===== src/rtl/exu_wb_arb_pkg.sv =====
// Shared types for the execute-stage writeback arbiter: request payload,
// source count and source indices (index order is also priority order).
package exu_wb_arb_pkg;

  localparam int WB_XLEN    = 32;
  localparam int NUM_WB_SRC = 3;

  typedef enum logic [1:0] {
    WB_LSU = 2'd0,
    WB_MUL = 2'd1,
    WB_ALU = 2'd2
  } wb_src_e;

  typedef struct packed {
    logic [WB_XLEN-1:0] data;
    logic [4:0]         rd_addr;
    logic [WB_XLEN-1:0] tag;
  } wb_req_t;

endpackage


===== src/rtl/exu_wb_arb_dff_rst.sv =====
// Enabled register with synchronous active-low clear.
module dff_rst #(
  parameter int W = 1
) (
  input  logic         clk,
  input  logic         rst_n,
  input  logic         en,
  input  logic [W-1:0] d,
  output logic [W-1:0] q
);

  always_ff @(posedge clk) begin
    if (!rst_n)  q <= '0;
    else if (en) q <= d;
  end

endmodule


===== src/rtl/exu_wb_arb_wb_fifo.sv =====
// Per-source result buffer. A push while full is dropped unless the same
// cycle also pops; ovf flags the dropped push.
module wb_fifo #(
  parameter int  DEPTH = 4,
  parameter type T     = logic [7:0]
) (
  input  logic                   clk,
  input  logic                   rst_n,
  input  logic                   push,
  input  logic                   pop,
  input  T                       din,
  output T                       head,
  output logic                   empty,
  output logic [$clog2(DEPTH):0] count_nxt,
  output logic                   ovf
);

  localparam int AW = $clog2(DEPTH);

  T              mem [DEPTH];
  logic [AW-1:0] wr_ptr;
  logic [AW-1:0] rd_ptr;
  logic [AW:0]   count;
  logic          full;
  logic          do_push;
  logic          do_pop;

  always_comb begin
    full      = (count == (AW+1)'(DEPTH));
    empty     = (count == '0);
    do_pop    = pop && !empty;
    do_push   = push && (!full || do_pop);
    ovf       = push && full && !do_pop;
    count_nxt = count + (AW+1)'(do_push) - (AW+1)'(do_pop);
    head      = mem[rd_ptr];
  end

  always_ff @(posedge clk) begin
    if (!rst_n) begin
      wr_ptr <= '0;
      rd_ptr <= '0;
      count  <= '0;
    end else begin
      if (do_push) wr_ptr <= wr_ptr + AW'(1);
      if (do_pop)  rd_ptr <= rd_ptr + AW'(1);
      count <= count_nxt;
    end
  end

  // Storage needs no reset: pointers and count define what is valid.
  always_ff @(posedge clk) begin
    if (do_push) mem[wr_ptr] <= din;
  end

endmodule


===== src/rtl/exu_wb_arb.sv =====
// Writeback arbiter: merges ALU/MUL/LSU results onto one register-file write
// port with fixed priority LSU > MUL > ALU, buffering losers per source.
module exu_wb_arb
  import exu_wb_arb_pkg::*;
#(
  parameter int XLEN     = 32,  // must equal WB_XLEN of the shared package
  parameter int DEPTH    = 4,
  parameter int STALL_TH = 2
) (
  input  logic            clk,
  input  logic            rst_n,
  input  logic            alu_wb_rd_wr_en,
  input  logic [4:0]      alu_wb_rd_addr,
  input  logic [XLEN-1:0] alu_wb_data,
  input  logic [XLEN-1:0] alu_instr_tag,
  input  logic            mul_wb_rd_wr_en,
  input  logic [4:0]      mul_wb_rd_addr,
  input  logic [XLEN-1:0] mul_wb_data,
  input  logic [XLEN-1:0] mul_instr_tag,
  input  logic            lsu_wb_rd_wr_en,
  input  logic [4:0]      lsu_wb_rd_addr,
  input  logic [XLEN-1:0] lsu_wb_data,
  input  logic [XLEN-1:0] lsu_instr_tag,
  output logic            rf_wr_en,
  output logic [4:0]      rf_wr_addr,
  output logic [XLEN-1:0] rf_wr_data,
  output logic [XLEN-1:0] wb_instr_tag,
  output logic            wb_stall,
  output logic            wb_ovf_err
);

  localparam int CW = $clog2(DEPTH) + 1;

  wb_req_t                 in_req [NUM_WB_SRC];
  wb_req_t                 head   [NUM_WB_SRC];
  wb_req_t                 cand   [NUM_WB_SRC];
  logic [CW-1:0]           cnt_nxt [NUM_WB_SRC];
  logic [NUM_WB_SRC-1:0]   in_vld;
  logic [NUM_WB_SRC-1:0]   fifo_empty;
  logic [NUM_WB_SRC-1:0]   has_cand;
  logic [NUM_WB_SRC-1:0]   win;
  logic [NUM_WB_SRC-1:0]   push;
  logic [NUM_WB_SRC-1:0]   pop;
  logic [NUM_WB_SRC-1:0]   ovf;
  wb_req_t                 win_req;
  wb_req_t                 wb_q;
  logic                    stall_nxt;

  // Writes to x0 are dropped at the door so they never occupy a slot.
  always_comb begin
    in_req[WB_LSU] = '{data: lsu_wb_data, rd_addr: lsu_wb_rd_addr, tag: lsu_instr_tag};
    in_req[WB_MUL] = '{data: mul_wb_data, rd_addr: mul_wb_rd_addr, tag: mul_instr_tag};
    in_req[WB_ALU] = '{data: alu_wb_data, rd_addr: alu_wb_rd_addr, tag: alu_instr_tag};
    in_vld[WB_LSU] = lsu_wb_rd_wr_en && (lsu_wb_rd_addr != 5'd0);
    in_vld[WB_MUL] = mul_wb_rd_wr_en && (mul_wb_rd_addr != 5'd0);
    in_vld[WB_ALU] = alu_wb_rd_wr_en && (alu_wb_rd_addr != 5'd0);
  end

  // A buffered head always takes precedence over its own input, keeping
  // per-source order; an empty FIFO lets a valid input bypass straight out.
  always_comb begin
    win       = '0;
    win_req   = '0;
    stall_nxt = 1'b0;
    for (int s = 0; s < NUM_WB_SRC; s++) begin
      has_cand[s] = !fifo_empty[s] || in_vld[s];
      cand[s]     = fifo_empty[s] ? in_req[s] : head[s];
    end
    if (has_cand[WB_LSU])      win[WB_LSU] = 1'b1;
    else if (has_cand[WB_MUL]) win[WB_MUL] = 1'b1;
    else if (has_cand[WB_ALU]) win[WB_ALU] = 1'b1;
    for (int s = 0; s < NUM_WB_SRC; s++) begin
      pop[s]  = win[s] && !fifo_empty[s];
      push[s] = in_vld[s] && !(fifo_empty[s] && win[s]);
      if (win[s]) win_req = cand[s];
      if ((DEPTH - int'(cnt_nxt[s])) <= STALL_TH) stall_nxt = 1'b1;
    end
  end

  for (genvar g = 0; g < NUM_WB_SRC; g++) begin : g_fifo
    wb_fifo #(
      .DEPTH(DEPTH),
      .T    (wb_req_t)
    ) u_fifo (
      .clk      (clk),
      .rst_n    (rst_n),
      .push     (push[g]),
      .pop      (pop[g]),
      .din      (in_req[g]),
      .head     (head[g]),
      .empty    (fifo_empty[g]),
      .count_nxt(cnt_nxt[g]),
      .ovf      (ovf[g])
    );
  end

  // Payload holds its last value when nothing retires.
  dff_rst #(.W($bits(wb_req_t))) u_wb_q (
    .clk  (clk),
    .rst_n(rst_n),
    .en   (|win),
    .d    (win_req),
    .q    (wb_q)
  );

  dff_rst #(.W(3)) u_flags_q (
    .clk  (clk),
    .rst_n(rst_n),
    .en   (1'b1),
    .d    ({|win, stall_nxt, wb_ovf_err | (|ovf)}),
    .q    ({rf_wr_en, wb_stall, wb_ovf_err})
  );

  assign rf_wr_addr   = wb_q.rd_addr;
  assign rf_wr_data   = wb_q.data;
  assign wb_instr_tag = wb_q.tag;

endmodule


===== config.mk =====
export PLATFORM = sky130hd
export DESIGN_NAME = exu_wb_arb
export DESIGN_NICKNAME = d
export VERILOG_FILES = /design/src/rtl/exu_wb_arb_pkg.sv /design/src/rtl/exu_wb_arb_dff_rst.sv /design/src/rtl/exu_wb_arb_wb_fifo.sv /design/src/rtl/exu_wb_arb.sv
export SDC_FILE = /design/constraint.sdc
export NUM_CORES = 1
export LEC_CHECK = 0
export BUFFER_PORTS_ARGS = -buffer_cell sky130_fd_sc_hd__buf_4
export CORE_ASPECT_RATIO = 0.5
export CORE_MARGIN = 5
export CORE_UTILIZATION = 35
export CTS_BUF_LIST = sky130_fd_sc_hd__clkbuf_16
export DETAILED_ROUTE_END_ITERATION = 6
export PLACE_DENSITY = 0.47
export SKIP_LAST_GASP = 1
export SYNTH_ARGS = -nofsm -noshare
export SYNTH_HDL_FRONTEND = slang
export SYNTH_SLANG_ARGS = --single-unit

===== constraint.sdc =====
create_clock -name clk -period 5.15 [get_ports clk]
set_clock_uncertainty 0.2 [all_clocks]
set_input_delay 1.2875 -clock clk [delete_from_list [all_inputs] [get_ports clk]]
set_output_delay 1.2875 -clock clk [all_outputs]
set_load 0.01 [all_outputs]

**Word level (Yosys, flattened, before mapping)**

Memories as Yosys holds them, arrays and structs flattened. A register that Yosys moved wholly into a read port is not among the register bits.
Cells that the tools add are included.

- Flip-flop bits (word level): 93
- Output and inout port bits: 72
- Memory bits (writable): 828
- Memories: 3
- Word-level logic and storage cells: 112
- Input bits: 212

Memory list:

| memory | words | bits a word | rd ports | clocked after memory_dff | write ports | line | text |
|---|---|---|---|---|---|---|---|
| g_fifo[0].u_fifo.mem | 4 | 69 | 1 | 1 | 1 | exu_wb_arb_wb_fifo.sv:20 | `T mem [DEPTH];` |
| g_fifo[1].u_fifo.mem | 4 | 69 | 1 | 1 | 1 | exu_wb_arb_wb_fifo.sv:20 |  |
| g_fifo[2].u_fifo.mem | 4 | 69 | 1 | 1 | 1 | exu_wb_arb_wb_fifo.sv:20 |  |

- Bitwise gates (word level): 1
- Magnitude comparators: 3
- Muxes and demuxes: 26
- Add/subtract/negate cells: 15
- Reductions and logical operators: 50
- Equality and inequality tests: 3

Operators by type and width:

| kind | count |
|---|---|
| $mux 69 | 6 |
| $logic_and 1x1->1 | 24 |
| $reduce_bool 5->1 | 3 |
| $mux 2 | 7 |
| $mux 1 | 13 |
| $add 2x1->2 const B | 6 |
| $le 4x3->1 const B | 3 |
| $logic_not 1->1 | 12 |
| $sub 3x3->4 const A | 3 |
| $add 3x1->3 | 3 |
| $eq 3x3->1 const B | 3 |
| $logic_not 3->1 | 3 |
| $sub 3x1->3 | 3 |
| $logic_or 1x1->1 | 6 |
| $reduce_or 3->1 | 2 |
| $or 1x1->1 | 1 |

**Logic depth before layout (Yosys ltp)**

Gate-level depths: netlist of the first run.

- Word-level depth: 16
- Gate-level depth with buffers: 17
- Mapped depth without buffers: 15

**Hierarchy**

A second synthesis of the first run with hierarchy kept.

- Cell total of the unflattened synthesis: 1979
- Area, all modules: 38340.5 um^2

By module, submodules not included:

| module | area each (um^2) | times used | cells each | sequential area each (um^2) |
|---|---|---|---|---|
| wb_fifo | 10450.0 | 3 | 413 | 8468.1 |
| exu_wb_arb | 4274.1 | 1 | 509 | 0.0 |
| dff_rst at u_wb_q | 2607.5 | 1 | 222 | 1381.3 |
| dff_rst at u_flags_q | 108.9 | 1 | 9 | 60.1 |

**Least setup slack after synthesis of the first run**

Ideal clock, no wire load.

- Kind: input-to-reg
- Start point: input port lsu_wb_rd_addr[4]
- End point: register u_flags_q.q[1]
- Stages: 17
- Required time: 4.818 ns
- Buffers on the path: 2
- Setup time: 0.132 ns
- Setup slack: 0.310 ns
- Arrival time: 4.507 ns
- Cell sequence: or3_1 o31a_1 buf_2 nor4_4 buf_2 ha_1 inv_1 ha_1 inv_1 fa_1 inv_1 ha_1 nand2b_1 nand2_1 a31oi_1 a311oi_1 a21oi_1

RTL lines:

| item | line | text |
|---|---|---|
| start, declared | exu_wb_arb.sv:21 | `input logic [4:0] lsu_wb_rd_addr,` |
| end signal, assigned | exu_wb_arb_dff_rst.sv:13 | `if (!rst_n) q <= '0;` |
| end signal, assigned | exu_wb_arb_dff_rst.sv:14 | `else if (en) q <= d;` |
| end, declared | exu_wb_arb_dff_rst.sv:9 | `output logic [W-1:0] q` |

==> results.txt, run 1 <==
Chip Height - 237 um
Crit path max-delay family - adder cells
Clock root buffer - clkbuf_16
Total wire length - 104000 um
Post CTS Setup Buffer Count - 0
DRC viols - 6
Sequential share of the synthesized area - 0.743
Ys Warns - 0
Num CTS Buffers - 87
RSZ-0062 raised after global routing - no
Post-synth cell types - 51
TritonCTS clock tree - yes
Crit-path max FO - 6
Post-synth top area share - 0.688
Largest net degree at the start of global routing - 63
Result of the run - finished with violations
DRT Pass-1 Iters - 7
P_sw - 6.79 mW
Dominant cell type by area after synthesis - edfxtp_1
P&R area growth vs syn - 18.9%
HP Class - reg2reg
Max-cap violation count - 0
Met1 Usage GRT - 0.245
Period Utilization, post-route - 0.830
Switching Fraction - 0.306
Die X - 464 um
DR WL/cell - 28.1 um
TritonCTS sink count - 927
Cell Int Power - 15.4 mW
Starting Density - 0.352
First-pass GRT wire length - 150000 um
Post-synth ARST share - 0
Vias/cell - 5.38
Top Usage Layer GRT - met2
Core Area - 0.103 mm2
Critical Path RT - 5.44 ns
Vias in the first global route - 20.9k
Relative slew slack - 0.261
Initial DRC count - 1626
Via count - 19.9k
Clock-pin slew on the worst setup and hold paths - 0.07 ns
Maximum buffer depth of the clock tree - 3
Syn_nets - 2201
Top_reg_cell synth - edfxtp_1
Crit path cell chain - buf_4 -> or4_1 -> o21a_1 -> nor4_4 -> ha_1 -> inv_1 -> ha_1 -> inv_1 -> fa_1 -> inv_1 -> ha_1 -> nand2b_1 -> nand2_1 -> a31oi_1 -> a311oi_1 -> a21oi_1
Crit path launch type - input pin
Total global-route track usage - 0.187
Fmax - 234 MHz
Ratio of cells with drive above 1 in the final layout - 0.300
Leakage - 14.0 nW
Top cells by area, synth - edfxtp_1 (69%), mux4_2 (13%), dfxtp_1 (5.5%), a21oi_1 (1.7%), nand2_1 (1.2%)
Post-place setup slack - 0.218 ns
Comb pwr share - 0.258
Row cnt - 83
GP Congestion - 0.744
CTS resizes - 0
Nets - 2504
PD cells - 517 mW/mm2
CTS HTree Levels - 3
Synth Cell Area - 0.0361 mm2
Number of flops mapped to enable cells by yosys - 828
Worst vdd ir - 0.000373 V
Post-detail-place hpwl - 62500 um
CP Capture Type - flop
Fill cell count - 9066
Post-synthesis register bit count - 927
Post-route setup slack - 0.876 ns
Met3 Use GR - 0.0381
Initial antenna violation count - 11
Setup CP Type - in2reg
Syn Area/Cell - 18.4 um2
Final slew viol count - 0
Setup violators final - 0
Met2 Resource Use GR - 0.323
Setup TNS - 0 ns
Most numerous cell in the Yosys netlist - edfxtp_1
Hold Buf Count CTS - 0
Tmin final - 4.27 ns
Cells after synthesis - 1964
Failing checks - DRC
Top cells by instance count after synthesis - edfxtp_1 (828), mux4_2 (207), a21oi_1 (122)
Routed Antenna Nets - 0
Overflow after GRT - 0
Clock Power Share - 0.280
Slew @ Worst Pin - 1.11 ns
Die area - 0.110 mm2
Reg power frac - 0.462
Slowest cell on the critical path - or4_1
IO Port Bufs - 283
Hold Vio Cnt, Final - 0
IO Pins - 284
Critical path buffer and inverter count - 4
CP arrival - 4.57 ns
Crit path largest cell delay - 0.65 ns
Clock Latency Late Sink - 0.67 ns
## registers in the layout (all words and copies together), names as in the netlist, named ones only
signal,cells
g_fifo.u_fifo.rd_ptr,6
u_flags_q.q,3
g_fifo.u_fifo.count,9
g_fifo.u_fifo.mem,828
g_fifo.u_fifo.wr_ptr,6
u_wb_q.q,69
## layout by cell type, fill, tap and decap left out, drive strengths merged, types with 51 or more instances in the layout
cell type  instances
edfxtp           828
buf              347
mux4             207
a21oi            122
nand2            111
o21ai            107
dfxtp             99
clkbuf            90
nand3             66
a31oi             55
inv               51
## final timing paths
check,start,end,slack [ns],depth (start not counted)
setup / recovery,mul_wb_rd_addr[1],u_flags_q.q[1],0.88,16
hold / removal,u_flags_q.q[0],u_flags_q.q[0],0.30,1
hold reg to reg,u_flags_q.q[0],u_flags_q.q[0],0.30,1
setup reg to reg,g_fifo[0].u_fifo.count[1],u_flags_q.q[1],1.38,14
## final cells by class
type,instances,area (um2),share of cell area
antenna,8,20.0,0.000466
clock buffer,90,2250,0.0524
clock inverter,68,430,0.0100
inverter,22,85.1,0.00198
multi-input combinational,882,8740,0.203
sequential,927,26900,0.626
tap,1360,1700,0.0396
timing repair buffer,347,2860,0.0665
## kinds of logic (layout without fill, tap and decap cells)
| group | after synthesis | in the layout | synth area share |
|---|---|---|---|
| xor gates and xnor gates | 16 | 16 | 0.00388 |
| buffers and inverters | 155 | 527 | 0.0176 |
| DFF | 927 | 927 | 0.743 |
| AOI/OAI and AO/OA | 370 | 370 | 0.0633 |
| and+or+nand+nor | 262 | 262 | 0.0332 |
| muxes | 209 | 209 | 0.130 |
| adders and majority gates | 25 | 25 | 0.00928 |
| other | 0 | 8 | 0 |
## power groups by stage
stage	clock network [mW]	registers, mW	logic [mW]
global route	6.69	10.4	6.21
CTS	6.39	10.3	5.87
finish	6.21	10.3	5.74
detailed placement	0	10.5	5.84
global placement	0	10.4	5.84
floorplan	0	10.1	3.54
## metal layers
| layer | routed length [um] | vias to the layer above |
|---|---|---|
| met4 | 2070 | 4 |
| met2 | 53000 | 570 |
| met3 | 5660 | 141 |
| li1 | - | 8667 |
| met1 | 43500 | 10600 |
| met5 | 21 | - |
## through the flow
step                      cells  hold WS (ns)  total power [mW]  cell area, um2  utilization
after floorplan            1964         0.285              13.7           36100            -
after global placement     3538         0.269              16.3           40200        0.393
after detailed placement   3538         0.283              16.3           40200        0.393
after CTS                  3696         0.305              22.6           42900        0.419
after global routing       3702         0.344              23.3           42900        0.419
final                      3704         0.303              22.2           43000        0.419
## worst reg2reg max path: stages, from the launching register on
cell      delay, ns
dfxtp_1        0.39
nor3_4         0.25
buf_4          0.56
a31oi_1        0.19
nor3_2         0.28
ha_1           0.19
inv_1          0.05
fa_1           0.58
inv_1          0.06
ha_1           0.18
nand2b_1       0.15
nand2_1        0.07
a31oi_1        0.09
a311oi_1       0.26
a21oi_1        0.10
No activity file was read; power rests on OpenSTA's default activity.
==> run 2, diff against run 1 <==
--- a/config.mk
+++ b/config.mk
@@ -11,7 +11,7 @@
 export CORE_UTILIZATION = 35
 export CTS_BUF_LIST = sky130_fd_sc_hd__clkbuf_16
 export DETAILED_ROUTE_END_ITERATION = 6
-export PLACE_DENSITY = 0.47
+export PLACE_DENSITY = 0.49
 export SKIP_LAST_GASP = 1
 export SYNTH_ARGS = -nofsm -noshare
 export SYNTH_HDL_FRONTEND = slang
==> constraint.sdc (replaced) <==
create_clock -name clk -period 3.8 [get_ports clk]
set_clock_uncertainty 0.2 [all_clocks]
set_input_delay 0.95 -clock clk [delete_from_list [all_inputs] [get_ports clk]]
set_output_delay 0.95 -clock clk [all_outputs]
set_load 0.01 [all_outputs]
==> results.txt, run 2 (same netlist as run 1, synthesis figures left out) <==
PD cells - 703 mW/mm2
Crit path largest cell delay - 0.56 ns
Crit path cell chain - buf_4 -> or3_4 -> o31a_2 -> nor4_4 -> ha_1 -> inv_1 -> ha_1 -> inv_1 -> fa_2 -> inv_1 -> ha_1 -> nand2b_1 -> buf_4 -> a311oi_2 -> a21oi_1
Hold Buf Count CTS - 0
Vias in the first global route - 21.3k
Initial DRC count - 1705
FF-to-FF path depth - 14
DR WL/cell - 27.4 um
Ratio of cells with drive above 1 in the final layout - 0.320
Area occupied by multi-input gates - 0.00874 mm2
Total Power - 30.8 mW
Cell Int Power - 21.5 mW
Leading cell type in the layout, fill and taps excluded - edfxtp_1
Biggest regs - g_fifo.u_fifo.mem: 828 flops, u_wb_q.q: 69 flops, g_fifo.u_fifo.count: 9 flops
Tmin final - 3.68 ns
Clock Power Share - 0.280
Leakage - 14.5 nW
Die X - 464 um
First-pass GRT wire length - 150000 um
CP arrival - 4.00 ns
RSZ-0062 raised after global routing - no
Crit path launch type - input pin
Min-Delay Path Depth - 1
Routed Antenna Nets - 0
Slew @ Worst Pin - 1.07 ns
CP Capture Type - flop
Relative slew slack - 0.286
TritonCTS sink count - 927
Setup crit start - lsu_wb_rd_addr[4]
Total global-route track usage - 0.185
TritonCTS clock tree - yes
Num CTS Buffers - 88
P_sw - 9.31 mW
Overflow after GRT - 0
IO Port Bufs - 283
Initial antenna violation count - 9
Die area - 0.110 mm2
Worst vdd ir - 0.000532 V
Starting Density - 0.352
Clock-pin slew on the worst setup and hold paths - 0.06 ns
Reg-to-Reg Start - g_fifo[0].u_fifo.count[1]
Fill cell count - 9021
DRC viols - 0
Most frequent cells in the layout - edfxtp_1 (828), buf_4 (363), mux4_2 (207)
Setup CP Type - in2reg
Fin cells - 3763
GP Congestion - 0.767
Reg power frac - 0.446
Core Area - 0.103 mm2
Vias/cell - 5.43
Nets - 2564
Clock root buffer - clkbuf_16
Critical Path RT - 4.11 ns
Largest net degree at the start of global routing - 60
Total wire length - 103000 um
DRT Pass-1 Iters - 7
IO Pins - 284
Chip Height - 237 um
P&R area growth vs syn - 21.2%
DP Cell Count - 3596
Post-detail-place hpwl - 65000 um
Fmax - 272 MHz
Result of the run - complete, no violations
Slowest cell on the critical path - fa_2
Hold Vio Cnt, Final - 0
Top reg by flops - g_fifo.u_fifo.mem
Row cnt - 83
Comb pwr share - 0.273
Switching Fraction - 0.303
CTS HTree Levels - 3
HP Class - in2reg
Final slew viol count - 0
FF/Latch Area - 0.0269 mm2
Max-cap violation count - 0
Maximum buffer depth of the clock tree - 3
Max FFs per register - 828
Clock Latency Late Sink - 0.66 ns
Hold_sp - lsu_wb_data[11]
Period Utilization, post-route - 0.969
Via count - 20.4k
Crit-path max FO - 3
Setup violators final - 0
run 2: cell types whose count changed in the layout (fill, tap and decap cells not counted), moves of 2 or more:
cell / before / now
buf_4: 327 / 363
buf_12: 20 / 43
diode_2: 8 / 3
bufinv_16: 5 / 7
clkbuf_16: 90 / 92
clkinv_4: 0 / 2
run 2: repair_timing:
item | 4_1_cts | 5_1_grt
setup buffers | 0 | 1
gates resized for setup | 0 | 1
setup endpoints to repair | 0 | 1
run 2: critical path, delay by kind of cell:
family / cells / cell delay [ns]
fa+ha+maj: 4 / 1.14
simple gates: 3 / 0.84
compound gates: 3 / 0.65
buf+inv: 5 / 0.40
run 2: through the flow:
stage | setup TNS [ns] | setup slack (ns) | util | hold WS, ns | cell area [um2]
floorplan | -0.604 | -0.600 | - | 0.285 | 36200
global placement | -9.13 | -0.652 | 0.400 | 0.288 | 41000
detailed placement | -12.35 | -0.642 | 0.400 | 0.286 | 41000
CTS | 0 | 0.108 | 0.427 | 0.230 | 43800
global route | 0 | 0.0370 | 0.427 | 0.247 | 43800
finish | 0 | 0.118 | 0.427 | 0.294 | 43800
run 2: cell type report:
type | instances | share of cell area
tap | 1360 | 0.0389
multi-input combinational | 882 | 0.200
clock inverter | 71 | 0.0114
antenna | 3 | 0.000171
clock buffer | 92 | 0.0526
sequential | 927 | 0.613
timing repair buffer | 406 | 0.0819
inverter | 22 | 0.00194
run 2: power by group through the flow:
stage,sequential (mW),clock [mW],combinational [mW]
after floorplan,13.7,0,4.80
after global placement,13.9,0,8.49
after detailed placement,14.0,0,8.48
after CTS,13.8,8.86,8.52
after global routing,13.9,9.31,9.08
final,13.7,8.63,8.41
run 2: path summary, 6_finish.rpt:
check / slack (ns) / endpoint
setup / recovery: 0.12 / u_flags_q.q[1]
hold / removal: 0.29 / g_fifo[0].u_fifo.mem[1][48]
setup reg to reg: 0.48 / u_flags_q.q[1]
hold reg to reg: 0.30 / u_flags_q.q[0]
run 2: layer usage:
layer / GRT usage / wire length, um
met3: 0.0331 / 5530
met2: 0.306 / 50300
met5: 0 / 51
met1: 0.256 / 45200
met4: 0.0471 / 2200
==> run 3, diff against run 2 <==
--- a/config.mk
+++ b/config.mk
@@ -8,10 +8,10 @@
 export BUFFER_PORTS_ARGS = -buffer_cell sky130_fd_sc_hd__buf_4
 export CORE_ASPECT_RATIO = 0.5
 export CORE_MARGIN = 5
-export CORE_UTILIZATION = 35
+export CORE_UTILIZATION = 34
 export CTS_BUF_LIST = sky130_fd_sc_hd__clkbuf_16
 export DETAILED_ROUTE_END_ITERATION = 6
-export PLACE_DENSITY = 0.49
+export PLACE_DENSITY = 0.46
 export SKIP_LAST_GASP = 1
 export SYNTH_ARGS = -nofsm -noshare
 export SYNTH_HDL_FRONTEND = slang
==> constraint.sdc (replaced) <==
create_clock -name clk -period 3.9 [get_ports clk]
set_clock_uncertainty 0.2 [all_clocks]
set_input_delay 0.975 -clock clk [delete_from_list [all_inputs] [get_ports clk]]
set_output_delay 0.975 -clock clk [all_outputs]
set_load 0.01 [all_outputs]
==> results.txt, run 3 (same netlist as run 1, synthesis figures left out) <==
Worst vdd ir - 0.000342 V
DRT Pass-1 Iters - 7
CTS HTree Levels - 3
Post-detail-place hpwl - 65100 um
Reg power frac - 0.455
Largest net degree at the start of global routing - 68
CP Capture Type - flop
Final hold slack - 0.302 ns
Period Utilization, post-route - 0.952
Clock root buffer - clkbuf_16
Cell Int Power - 20.5 mW
Maximum buffer depth of the clock tree - 3
Initial DRC count - 1878
Initial antenna violation count - 9
HP Class - reg2reg
Total wire length - 102000 um
Clock-pin slew on the worst setup and hold paths - 0.07 ns
P&R area growth vs syn - 20.5%
Nets - 2549
Post-route setup slack - 0.186 ns
Overflow after GRT - 0
Top reg by flops - g_fifo.u_fifo.mem
Leakage - 14.3 nW
Crit path launch type - input pin
Max FFs per register - 828
Leading cell type in the layout, fill and taps excluded - edfxtp_1
Die X - 471 um
Total Power - 29.5 mW
Num CTS Buffers - 86
IO Pins - 284
Relative slew slack - 0.265
Post CTS Setup Buffer Count - 0
PD cells - 678 mW/mm2
Total global-route track usage - 0.180
Placement Cell Area - 0.0409 mm2
Setup violators final - 0
Result of the run - complete, no violations
P_sw - 8.97 mW
Slew @ Worst Pin - 1.10 ns
Tmin final - 3.71 ns
Vias/cell - 5.30
Met2 WL - 50700 um
Most frequent cells in the layout - edfxtp_1 (828), buf_4 (358), mux4_2 (207)
Critical Path RT - 4.25 ns
GP Congestion - 0.749
Clock Latency Late Sink - 0.67 ns
CP arrival - 4.07 ns
WL met1 - 44900 um
First-pass GRT wire length - 148000 um
Core Area - 0.105 mm2
Switching Fraction - 0.304
Clock Power Share - 0.275
Top sig layer - met5
IO Port Bufs - 283
Vias in the first global route - 21.1k
Starting Density - 0.343
DRC viols - 0
Chip Height - 240 um
Fin cells - 3808
Routed Antenna Nets - 0
DR WL/cell - 26.9 um
Setup CP Type - in2reg
Max-cap violation count - 0
Post-place setup slack - -0.645 ns
TritonCTS clock tree - yes
Fmax - 269 MHz
DP Cell Count - 3643
Final slew viol count - 0
Comb pwr share - 0.270
Crit-path max FO - 4
Ratio of cells with drive above 1 in the final layout - 0.315
Hold Vio Cnt, Final - 0
Die area - 0.113 mm2
Met3 wire length - 4900 um
Via count - 20.2k
Finished Cell Area - 0.0435 mm2
Row cnt - 84
TritonCTS sink count - 927
Biggest regs - g_fifo.u_fifo.mem: 828 flops, u_wb_q.q: 69 flops, g_fifo.u_fifo.count: 9 flops
[run 3: worst paths after layout]
| path | from | to | slack (ns) | cells after the start |
|---|---|---|---|---|
| min reg2reg | u_flags_q.q[0] | u_flags_q.q[0] | 0.30 | 1 |
| max reg2reg | g_fifo[0].u_fifo.count[1] | u_flags_q.q[1] | 0.36 | 13 |
| min | u_flags_q.q[0] | u_flags_q.q[0] | 0.30 | 1 |
| max | mul_wb_rd_addr[1] | u_flags_q.q[1] | 0.19 | 15 |
[run 3: critical path, stage by stage]
cell,delay [ns]
buf_4,0.12
or4_4,0.57
o21a_1,0.24
nor4_4,0.24
ha_1,0.26
inv_1,0.05
ha_1,0.13
inv_1,0.05
fa_2,0.58
inv_1,0.05
ha_1,0.18
nand2b_1,0.15
buf_4,0.13
a311oi_1,0.26
a21oi_1,0.09
[run 3: per-layer routing]
metal,vias up,track usage
met5,-,0
met4,4,0.0381
met3,118,0.0305
met2,539,0.302
met1,10800,0.248
li1,8775,-
[run 3: repair_timing]
item | 4_1_cts | 5_1_grt
hold buffers | 0 | 0
gates resized for setup | 0 | 2
endpoints found under the setup margin | 0 | 1
[run 3: metrics by stage]
step / utilization / TNS (ns)
2_1_floorplan: - / -0.536
3_3_place_gp: 0.388 / -6.48
3_5_place_dp: 0.388 / -7.33
4_1_cts: 0.414 / 0
5_1_grt: 0.414 / -0.00381
6_report: 0.414 / 0
[run 3: area by class of cell]
type                    count  area, um2
well taps                1419       1780
clock buffers              89       2230
repair buffers            393       3390
inverters                  22       85.1
fillers                  9353      61700
flip-flops and latches    927      26900
diodes                      5       12.5
multi-input cells         882       8750
clock inverters            71        442
[run 3: power groups by stage]
stage / sequential [mW] / clock [mW] / combinational, mW
6_report: 13.4 / 8.13 / 7.97
5_1_grt: 13.6 / 8.82 / 8.65
4_1_cts: 13.5 / 8.37 / 8.16
2_1_floorplan: 13.3 / 0 / 4.68
3_5_place_dp: 13.7 / 0 / 8.13
3_3_place_gp: 13.6 / 0 / 8.14
